<file path="src/rtl/reg_select_encoder_pkg.sv">
// sel_enc_pkg: defaults, IR field-offset helpers and the field-select enum for reg_select_encoder.
package sel_enc_pkg;
    localparam int NUM_REGS_D = 16;
    localparam int IR_W_D = 32;
    localparam int OPC_W_D = 5;
    localparam int C_W_D = 19;
    typedef enum logic [2:0] {SEL_NONE, SEL_A, SEL_B, SEL_C, SEL_ERR} sel_e;
    // Ra sits directly below the opcode, Rb below Ra, Rc below Rb
    function automatic int ra_lsb(input int ir_w, input int opc_w, input int idx_w);
        return ir_w - opc_w - idx_w;
    endfunction
    function automatic int rb_lsb(input int ir_w, input int opc_w, input int idx_w);
        return ir_w - opc_w - 2 * idx_w;
    endfunction
    function automatic int rc_lsb(input int ir_w, input int opc_w, input int idx_w);
        return ir_w - opc_w - 3 * idx_w;
    endfunction
    function automatic int c_msb(input int c_w);
        return c_w - 1;
    endfunction
endpackage

</file>
<file path="src/rtl/reg_select_encoder_if.sv">
// reg_select_encoder_if: sequencer/IR-bus side of reg_select_encoder; master = control unit, slave = encoder.
interface reg_select_encoder_if
    import sel_enc_pkg::*;
#(
    parameter int NUM_REGS = NUM_REGS_D,
    parameter int IR_W = IR_W_D,
    parameter int OPC_W = OPC_W_D,
    parameter int C_W = C_W_D
);
    localparam int IDX_W = $clog2(NUM_REGS);
    logic [IR_W-1:0] ir_in;
    logic ir_load, gra, grb, grc, r_in, r_out, ba_out, issue, wb_valid;
    logic [IDX_W-1:0] wb_idx;
    logic [OPC_W-1:0] opcode;
    logic [NUM_REGS-1:0] regin, regout;
    logic ba_zero, sel_err, hazard;
    logic [IR_W-1:0] c_sext;
    modport master (
        output ir_in, ir_load, gra, grb, grc, r_in, r_out, ba_out, issue, wb_valid, wb_idx,
        input opcode, regin, regout, ba_zero, sel_err, c_sext, hazard
    );
    modport slave (
        input ir_in, ir_load, gra, grb, grc, r_in, r_out, ba_out, issue, wb_valid, wb_idx,
        output opcode, regin, regout, ba_zero, sel_err, c_sext, hazard
    );
endinterface

</file>
<file path="src/rtl/onehot_decoder.sv">
// onehot_decoder: binary index to 2**IDX_W one-hot, all zero when en is low.
module onehot_decoder #(
    parameter int IDX_W = 4
) (
    input logic en,
    input logic [IDX_W-1:0] idx,
    output logic [2**IDX_W-1:0] oh
);
    localparam logic [2**IDX_W-1:0] ONE = 1;
    assign oh = en ? ONE << idx : '0;
endmodule

</file>
<file path="src/rtl/reg_select_encoder.sv">
// reg_select_encoder: IR latch, Ra/Rb/Rc select into registered one-hot regin/regout enables.
// Define SELENC_SCOREBOARD_EN to build the pending-write scoreboard that drives hazard.
module reg_select_encoder
    import sel_enc_pkg::*;
#(
    parameter int NUM_REGS = NUM_REGS_D,
    parameter int IR_W = IR_W_D,
    parameter int OPC_W = OPC_W_D,
    parameter int C_W = C_W_D
) (
    input logic clk,
    input logic rst_n,
    reg_select_encoder_if.slave bus
);
    localparam int IDX_W = $clog2(NUM_REGS);
    localparam int RA_L = ra_lsb(IR_W, OPC_W, IDX_W);
    localparam int RB_L = rb_lsb(IR_W, OPC_W, IDX_W);
    localparam int RC_L = rc_lsb(IR_W, OPC_W, IDX_W);
    localparam int C_M = c_msb(C_W);
    logic [IR_W-1:0] ir;
    logic [IDX_W-1:0] ra, rb, rc, idx;
    logic [NUM_REGS-1:0] oh, regin, regout;
    logic ba_zero, sel_err, bz, vld, hz;
    sel_e sel;
    assign ra = ir[RA_L +: IDX_W];
    assign rb = ir[RB_L +: IDX_W];
    assign rc = ir[RC_L +: IDX_W];
    always_comb begin
        sel = $countones({bus.gra, bus.grb, bus.grc}) > 1 ? SEL_ERR :
              bus.gra ? SEL_A : bus.grb ? SEL_B : bus.grc ? SEL_C : SEL_NONE;
        idx = sel == SEL_A ? ra : sel == SEL_B ? rb : rc;
        vld = sel inside {SEL_A, SEL_B, SEL_C};
        bz = vld && bus.ba_out && idx == '0;
    end
    onehot_decoder #(.IDX_W(IDX_W)) u_dec (.en(vld), .idx(idx), .oh(oh));
    // decode sees the pre-load IR when ir_load coincides with strobes
    always_ff @(posedge clk or negedge rst_n) begin
        if (!rst_n) begin
            ir <= '0;
            regin <= '0;
            regout <= '0;
            ba_zero <= 1'b0;
            sel_err <= 1'b0;
        end else begin
            ir <= bus.ir_load ? bus.ir_in : ir;
            regin <= bus.r_in ? oh : '0;
            regout <= (bus.r_out || bus.ba_out) && !bz ? oh : '0;
            ba_zero <= bz;
            sel_err <= sel == SEL_ERR;
        end
    end
`ifdef SELENC_SCOREBOARD_EN
    localparam logic [NUM_REGS-1:0] ONE = 1;
    logic [NUM_REGS-1:0] pending, set_m, clr_m;
    assign hz = pending[rb] | pending[rc];
    assign set_m = bus.issue && !hz && ra != '0 ? ONE << ra : '0;
    assign clr_m = bus.wb_valid ? ONE << bus.wb_idx : '0;
    // set is OR-ed after the clear so a same-index set wins
    always_ff @(posedge clk or negedge rst_n) begin
        if (!rst_n) pending <= '0;
        else pending <= (pending & ~clr_m) | set_m;
    end
`else
    logic unused_sb;
    assign unused_sb = ^{bus.issue, bus.wb_valid, bus.wb_idx};
    assign hz = 1'b0;
`endif
    assign bus.opcode = ir[IR_W-1 -: OPC_W];
    assign bus.c_sext = {{(IR_W - C_W){ir[C_M]}}, ir[C_M:0]};
    assign bus.regin = regin;
    assign bus.regout = regout;
    assign bus.ba_zero = ba_zero;
    assign bus.sel_err = sel_err;
    assign bus.hazard = hz;
endmodule
</file>
<file path="src/flat_wrapper.sv">
// flat-port wrapper written by rule: the top's interface ports become plain ports
module reg_select_encoder_flat import sel_enc_pkg::*;
#(
    parameter int NUM_REGS = NUM_REGS_D,
    parameter int IR_W = IR_W_D,
    parameter int OPC_W = OPC_W_D,
    parameter int C_W = C_W_D
)
  (clk, rst_n, bus_ir_in, bus_ir_load, bus_gra, bus_grb, bus_grc, bus_r_in, bus_r_out, bus_ba_out, bus_issue, bus_wb_valid, bus_wb_idx, bus_opcode, bus_regin, bus_regout, bus_ba_zero, bus_sel_err, bus_c_sext, bus_hazard);
  reg_select_encoder_if #(.NUM_REGS(NUM_REGS), .IR_W(IR_W), .OPC_W(OPC_W), .C_W(C_W)) bus_i ();
  input logic clk;
  input logic rst_n;
  input wire logic [$bits(bus_i.ir_in)-1:0] bus_ir_in;
  input wire logic [$bits(bus_i.ir_load)-1:0] bus_ir_load;
  input wire logic [$bits(bus_i.gra)-1:0] bus_gra;
  input wire logic [$bits(bus_i.grb)-1:0] bus_grb;
  input wire logic [$bits(bus_i.grc)-1:0] bus_grc;
  input wire logic [$bits(bus_i.r_in)-1:0] bus_r_in;
  input wire logic [$bits(bus_i.r_out)-1:0] bus_r_out;
  input wire logic [$bits(bus_i.ba_out)-1:0] bus_ba_out;
  input wire logic [$bits(bus_i.issue)-1:0] bus_issue;
  input wire logic [$bits(bus_i.wb_valid)-1:0] bus_wb_valid;
  input wire logic [$bits(bus_i.wb_idx)-1:0] bus_wb_idx;
  output wire logic [$bits(bus_i.opcode)-1:0] bus_opcode;
  output wire logic [$bits(bus_i.regin)-1:0] bus_regin;
  output wire logic [$bits(bus_i.regout)-1:0] bus_regout;
  output wire logic [$bits(bus_i.ba_zero)-1:0] bus_ba_zero;
  output wire logic [$bits(bus_i.sel_err)-1:0] bus_sel_err;
  output wire logic [$bits(bus_i.c_sext)-1:0] bus_c_sext;
  output wire logic [$bits(bus_i.hazard)-1:0] bus_hazard;
  assign bus_i.ir_in = bus_ir_in;
  assign bus_i.ir_load = bus_ir_load;
  assign bus_i.gra = bus_gra;
  assign bus_i.grb = bus_grb;
  assign bus_i.grc = bus_grc;
  assign bus_i.r_in = bus_r_in;
  assign bus_i.r_out = bus_r_out;
  assign bus_i.ba_out = bus_ba_out;
  assign bus_i.issue = bus_issue;
  assign bus_i.wb_valid = bus_wb_valid;
  assign bus_i.wb_idx = bus_wb_idx;
  assign bus_opcode = bus_i.opcode;
  assign bus_regin = bus_i.regin;
  assign bus_regout = bus_i.regout;
  assign bus_ba_zero = bus_i.ba_zero;
  assign bus_sel_err = bus_i.sel_err;
  assign bus_c_sext = bus_i.c_sext;
  assign bus_hazard = bus_i.hazard;
  reg_select_encoder #(.NUM_REGS(NUM_REGS), .IR_W(IR_W), .OPC_W(OPC_W), .C_W(C_W)) u_core (.clk(clk), .rst_n(rst_n), .bus(bus_i));
endmodule
</file>
<file path="config.mk">
export PLATFORM = sky130hd
export DESIGN_NAME = reg_select_encoder_flat
export DESIGN_NICKNAME = d
export VERILOG_FILES = /design/src/rtl/reg_select_encoder_pkg.sv /design/src/rtl/reg_select_encoder_if.sv /design/src/rtl/onehot_decoder.sv /design/src/rtl/reg_select_encoder.sv /design/src/flat_wrapper.sv
export SDC_FILE = /design/constraint.sdc
export NUM_CORES = 1
export LEC_CHECK = 0
export BUFFER_PORTS_ARGS = -buffer_cell sky130_fd_sc_hd__buf_2
export CORE_MARGIN = 2
export CORE_UTILIZATION = 43
export CTS_BUF_LIST = sky130_fd_sc_hd__clkbuf_2
export DETAILED_ROUTE_END_ITERATION = 7
export GPL_TIMING_DRIVEN = 0
export PLACE_DENSITY = 0.73
export SLEW_MARGIN = 20
export SYNTH_ARGS = -nofsm -noshare
export SYNTH_HDL_FRONTEND = slang
export SYNTH_SLANG_ARGS = --single-unit
</file>
<file path="constraint.sdc">
create_clock -name clk -period 1.9 [get_ports clk]
set_input_delay 0.38 -clock clk [delete_from_list [all_inputs] [get_ports clk]]
set_output_delay 0.38 -clock clk [all_outputs]
set_load 0.05 [all_outputs]
</file>
==> results <==
- The flow ran to the end, and the final reports show no timing, DRC or antenna violations.
- Among all flip-flop cells after synthesis, the most frequent one is dfrtp_1.
- Of the available clock period, the critical path in the final layout requires 0.9472.
- The DRC violation count after routing is 0.
- The total die area is 0.007268 mm².
- The share of cells above drive strength 1 is 0.5914.
- The post-CTS repair timing setup buffer count is 0.
- At the later pin of the worst-skew pair, clock insertion delay measures 0.49 ns.
- The critical path goes through buf_4, buf_2.
- The final route contains 1967 vias.
- In the final routed layout, each cell accounts on average for 12.60 µm.
- The sequential cell area fraction in the yosys report is 0.5818.
- In the synthesized netlist, the cells that appear most often are dfrtp_1, buf_4, nor2_1.
- The analysis attributes to cell leakage a power of 1.921 nW.
- Of the post-synthesis cell area, the dominant cell type holds 0.5818.
- The placed instance area is 0.003508 mm².
- STA puts the critical path data arrival time at 1.42 ns.
- The count of pins over their slew limit was 0.
- The count of flip-flops with a built-in enable after synthesis is 0.
- The via count of the first global-routing pass is 1946.
- In this run the most critical hold path is launched from bus_ir_in[26].
- The number of top-level design ports is 119.
- On the final layout, the worst clock skew is 0.01862 ns.
- The H-tree was split into 3 levels.
- Once detail routing completed, the nets flagged for antenna violations numbered 0.
- The finished layout cell area is 0.003616 mm².
- The endpoint required time on the critical path is 1.52 ns.
- Clock-pin slew was measured on the worst setup and hold paths at 0.18 ns.
- Dividing the synthesized area by the synthesized cell count gives 12.79 µm².
- The all-layer global routing usage is 0.1564.
- From synthesis to final layout, the design area changed by 27.37%.
- The post-synthesis share of cell area spent on and, or, nand and nor gates is 0.09960.
- The minimum period implied by the final worst setup slack is 1.800 ns.
- STA classifies the critical path endpoint as an output pin.
- The portion of synthesized area spent on multiplexers is 0.1230.
- After routing, the total negative slack on setup checks comes to 0 ns.
- The number of unique standard cell types used by synthesis is 36.
- In the routed layout, each cell is associated on average with a via count of 4.607.
- Of the total synthesized cell area, the portion taken by full adders, half adders and majority gates is 0.01322.
- The number of setup violations in the final report is 0.
- The most area-hungry cell type in the Yosys netlist is dfrtp_1.
- Wires add up to 5.379 mm.
- The maximum resistive drop on vdd is 0.4776 mV.
- Measured along the y axis, the die boundary spans 85.26 µm.
- The number of hold violations in the final report is 0.
- By area the synthesized netlist is led by dfrtp_1, mux2_2, buf_4.
- Synthesis handed over a netlist of 222 instances.
- The initial antenna violation count came to 0.
- The mapped netlist covers 0.002839 mm².
- During placement, the flow inserted port buffers numbering 110.
- TritonCTS built the clock tree.
- The total number of yosys warnings is 0.
- The congestion estimate from routability-driven global placement came to 0.6889.
- After floorplanning, the core was divided into 29 placement rows.
- The worst hold path cell count is 3.
- The number of antenna diodes in the final layout is 0.
- The post-synthesis compound-gate area fraction is 0.06435.
- After legalization and detailed placement, the total HPWL measured 4.155 mm.
- Setup repair after global routing left no endpoint under its margin.
- The worst setup path category is flop to output pin.
- The biggest cell delay along the critical path is 0.54 ns.
- The core outline area is 0.006350 mm².
- The slack of the worst reg-to-reg path is 0.30 ns.
- The floorplan step set the die width to 85.26 µm.
- No sink is reached through more buffers than the 2 on the longest clock path.
- The wire length of the first global-routing pass is 8.880 mm.
- The number of detailed-routing iterations run before antenna repair is 4.
- The library cell used as clock root buffer is clkbuf_2.
- The synthesized flop and latch total is 66.
- The largest net degree at the start of global routing is 48.
- The post-synth net total is 272.
- The maximum fanout encountered on the critical timing path is 16.
- The cell count after placement is 410.
- STA classifies the critical path startpoint as a flop.
- The reported max-cap violation count is 0.
- After synthesis, the largest family of logic cells by area is multiplexers.
- The number of buffers added by the clock tree synthesis step is 9.
- Excluding fillers, the count of instances in the completed layout stands at 427.
- Of the total synthesized cell area, the portion taken by XOR and XNOR cells is 0.003085.
- The number of inserted filler cells in the final layout is 576.
- Of all flip-flops after synthesis, the portion carrying an async set or reset was 1.000.
- The library cell with the highest instance count after synthesis is dfrtp_1.
- In this run the critical register-to-register path is captured at u_core.bus.regout[15].
- The total overflow reported by the global router is 0.
- The initial cell density of the core is 0.4471.
- The number of DRC markers in iteration 0 is 77.
- The transition time at the pin with the least slew margin is 0.5868 ns.
- Power spread over the standard cell area amounts to 876.9 mW/mm².
- The normalized max-slew margin is 0.6088.
- Measured in cells, the most critical reg-to-reg path has a length of 4.
- The highest clock frequency the design can meet is 555.6 MHz.
- For this run, the post-layout net count is 395.
- The cell with the largest stage delay on the worst path is dfrtp_2.
- The worst hold path belongs to the class primary input to flop.
- The reg-to-reg critical path startpoint is u_core.ir[18].
- The clock drives 66 sinks.
- The worst hold path terminates at u_core.ir[26].
[per-layer routing]
| metal | wire (µm) | vias up | track usage |
|---|---|---|---|
| met5 | 0 | - | 0 |
| met4 | 107 | 0 | 0.07359 |
| met3 | 386 | 11 | 0.04183 |
| met2 | 2555 | 70 | 0.2564 |
| met1 | 2329 | 926 | 0.1924 |
| li1 | - | 960 | - |
[per-stage QoR]
stage,hold slack [ns],setup WS (ns),total power [mW],util
6_report,0.09532,0.1002,3.171,0.5695
3_3_place_gp,0.4865,-0.2698,2.507,0.5490
2_1_floorplan,0.08441,0.06658,2.296,-
3_5_place_dp,0.2863,-0.3292,2.529,0.5525
4_1_cts,0.05887,0.04587,3.217,0.5685
5_1_grt,0.05796,0.008551,3.345,0.5695
[state kept, by name (all words and copies together), names as in the netlist]
register            flops
u_core.bus.ba_zero      1
u_core.bus.regin       16
u_core.bus.regout      16
u_core.bus.sel_err      1
u_core.ir              32
[final cells by class]
| class | instances | area, µm² | area share |
|---|---|---|---|
| Buffer | 43 | 311.5 | 0.08616 |
| Tap cell | 77 | 96.34 | 0.02664 |
| Sequential cell | 66 | 1653 | 0.4571 |
| Multi-Input combinational cell | 110 | 870.8 | 0.2408 |
| Clock buffer | 9 | 45.04 | 0.01246 |
| Inverter | 3 | 11.26 | 0.003114 |
| Clock inverter | 7 | 45.04 | 0.01246 |
| Timing Repair Buffer | 112 | 583.1 | 0.1612 |
[logic make-up (layout without fill, tap and decap cells)]
| kind of cell | after synthesis | count (layout) |
|---|---|---|
| AO/OA/AOI/OAI | 18 | 18 |
| XOR/XNOR | 1 | 1 |
| adder cells (fa/ha/maj) | 3 | 3 |
| buffers and inverters | 46 | 174 |
| flip-flops | 66 | 66 |
| multiplexers | 31 | 31 |
| other | 1 | 1 |
| AND/OR/NAND/NOR | 56 | 56 |
[cells in the final DEF (no fill, tap or decap), types with 2 or more instances in the layout]
cell type	n
buf_2	109
nand2_1	3
nand3_1	3
buf_4	39
clkinv_2	2
o211ai_1	4
ha_1	3
o221ai_1	2
nand2b_4	2
nand2b_1	3
inv_1	3
mux2_2	31
a21o_1	2
clkinvlp_4	3
nor2_1	35
and2_1	2
clkbuf_1	4
dfrtp_1	65
clkbuf_2	9
[repair_timing]
| action | 4_1_cts | 5_1_grt |
|---|---|---|
| hold buffers | 1 | 0 |
| setup endpoints to repair | 14 | 2 |
| resized for setup | 1 | 1 |
| pin swaps | 0 | 0 |
| endpoints found under the hold margin | 19 | 0 |
| gates cloned | 0 | 0 |
[power by group]
| part | internal (mW) | leakage (nW) | switching (mW) |
|---|---|---|---|
| Clock | 0.166 | 0.0517 | 0.513 |
| Sequential | 1.49 | 0.845 | 0.0531 |
| Combinational | 0.333 | 1.03 | 0.612 |
| Total | 1.99 | 1.92 | 1.18 |
[how the worst max path moves through the flow]
| stage | start | end | cells past startpoint |
|---|---|---|---|
| floorplan | bus_grb | u_core.bus.regout[11] | 7 |
| global placement | bus_grc | u_core.bus.regout[7] | 7 |
| detailed placement | bus_grc | u_core.bus.regout[15] | 7 |
| CTS | u_core.ir[18] | bus_c_sext[23] | 2 |
| global route | u_core.ir[18] | bus_c_sext[20] | 2 |
| finish | u_core.ir[18] | bus_c_sext[23] | 2 |
[critical path, delay by kind of cell (launching register included)]
kind	cells	cell delay, ns
buffers and inverters	2	0.40
flip-flops	1	0.54
(Power assumes the default switching activity.)
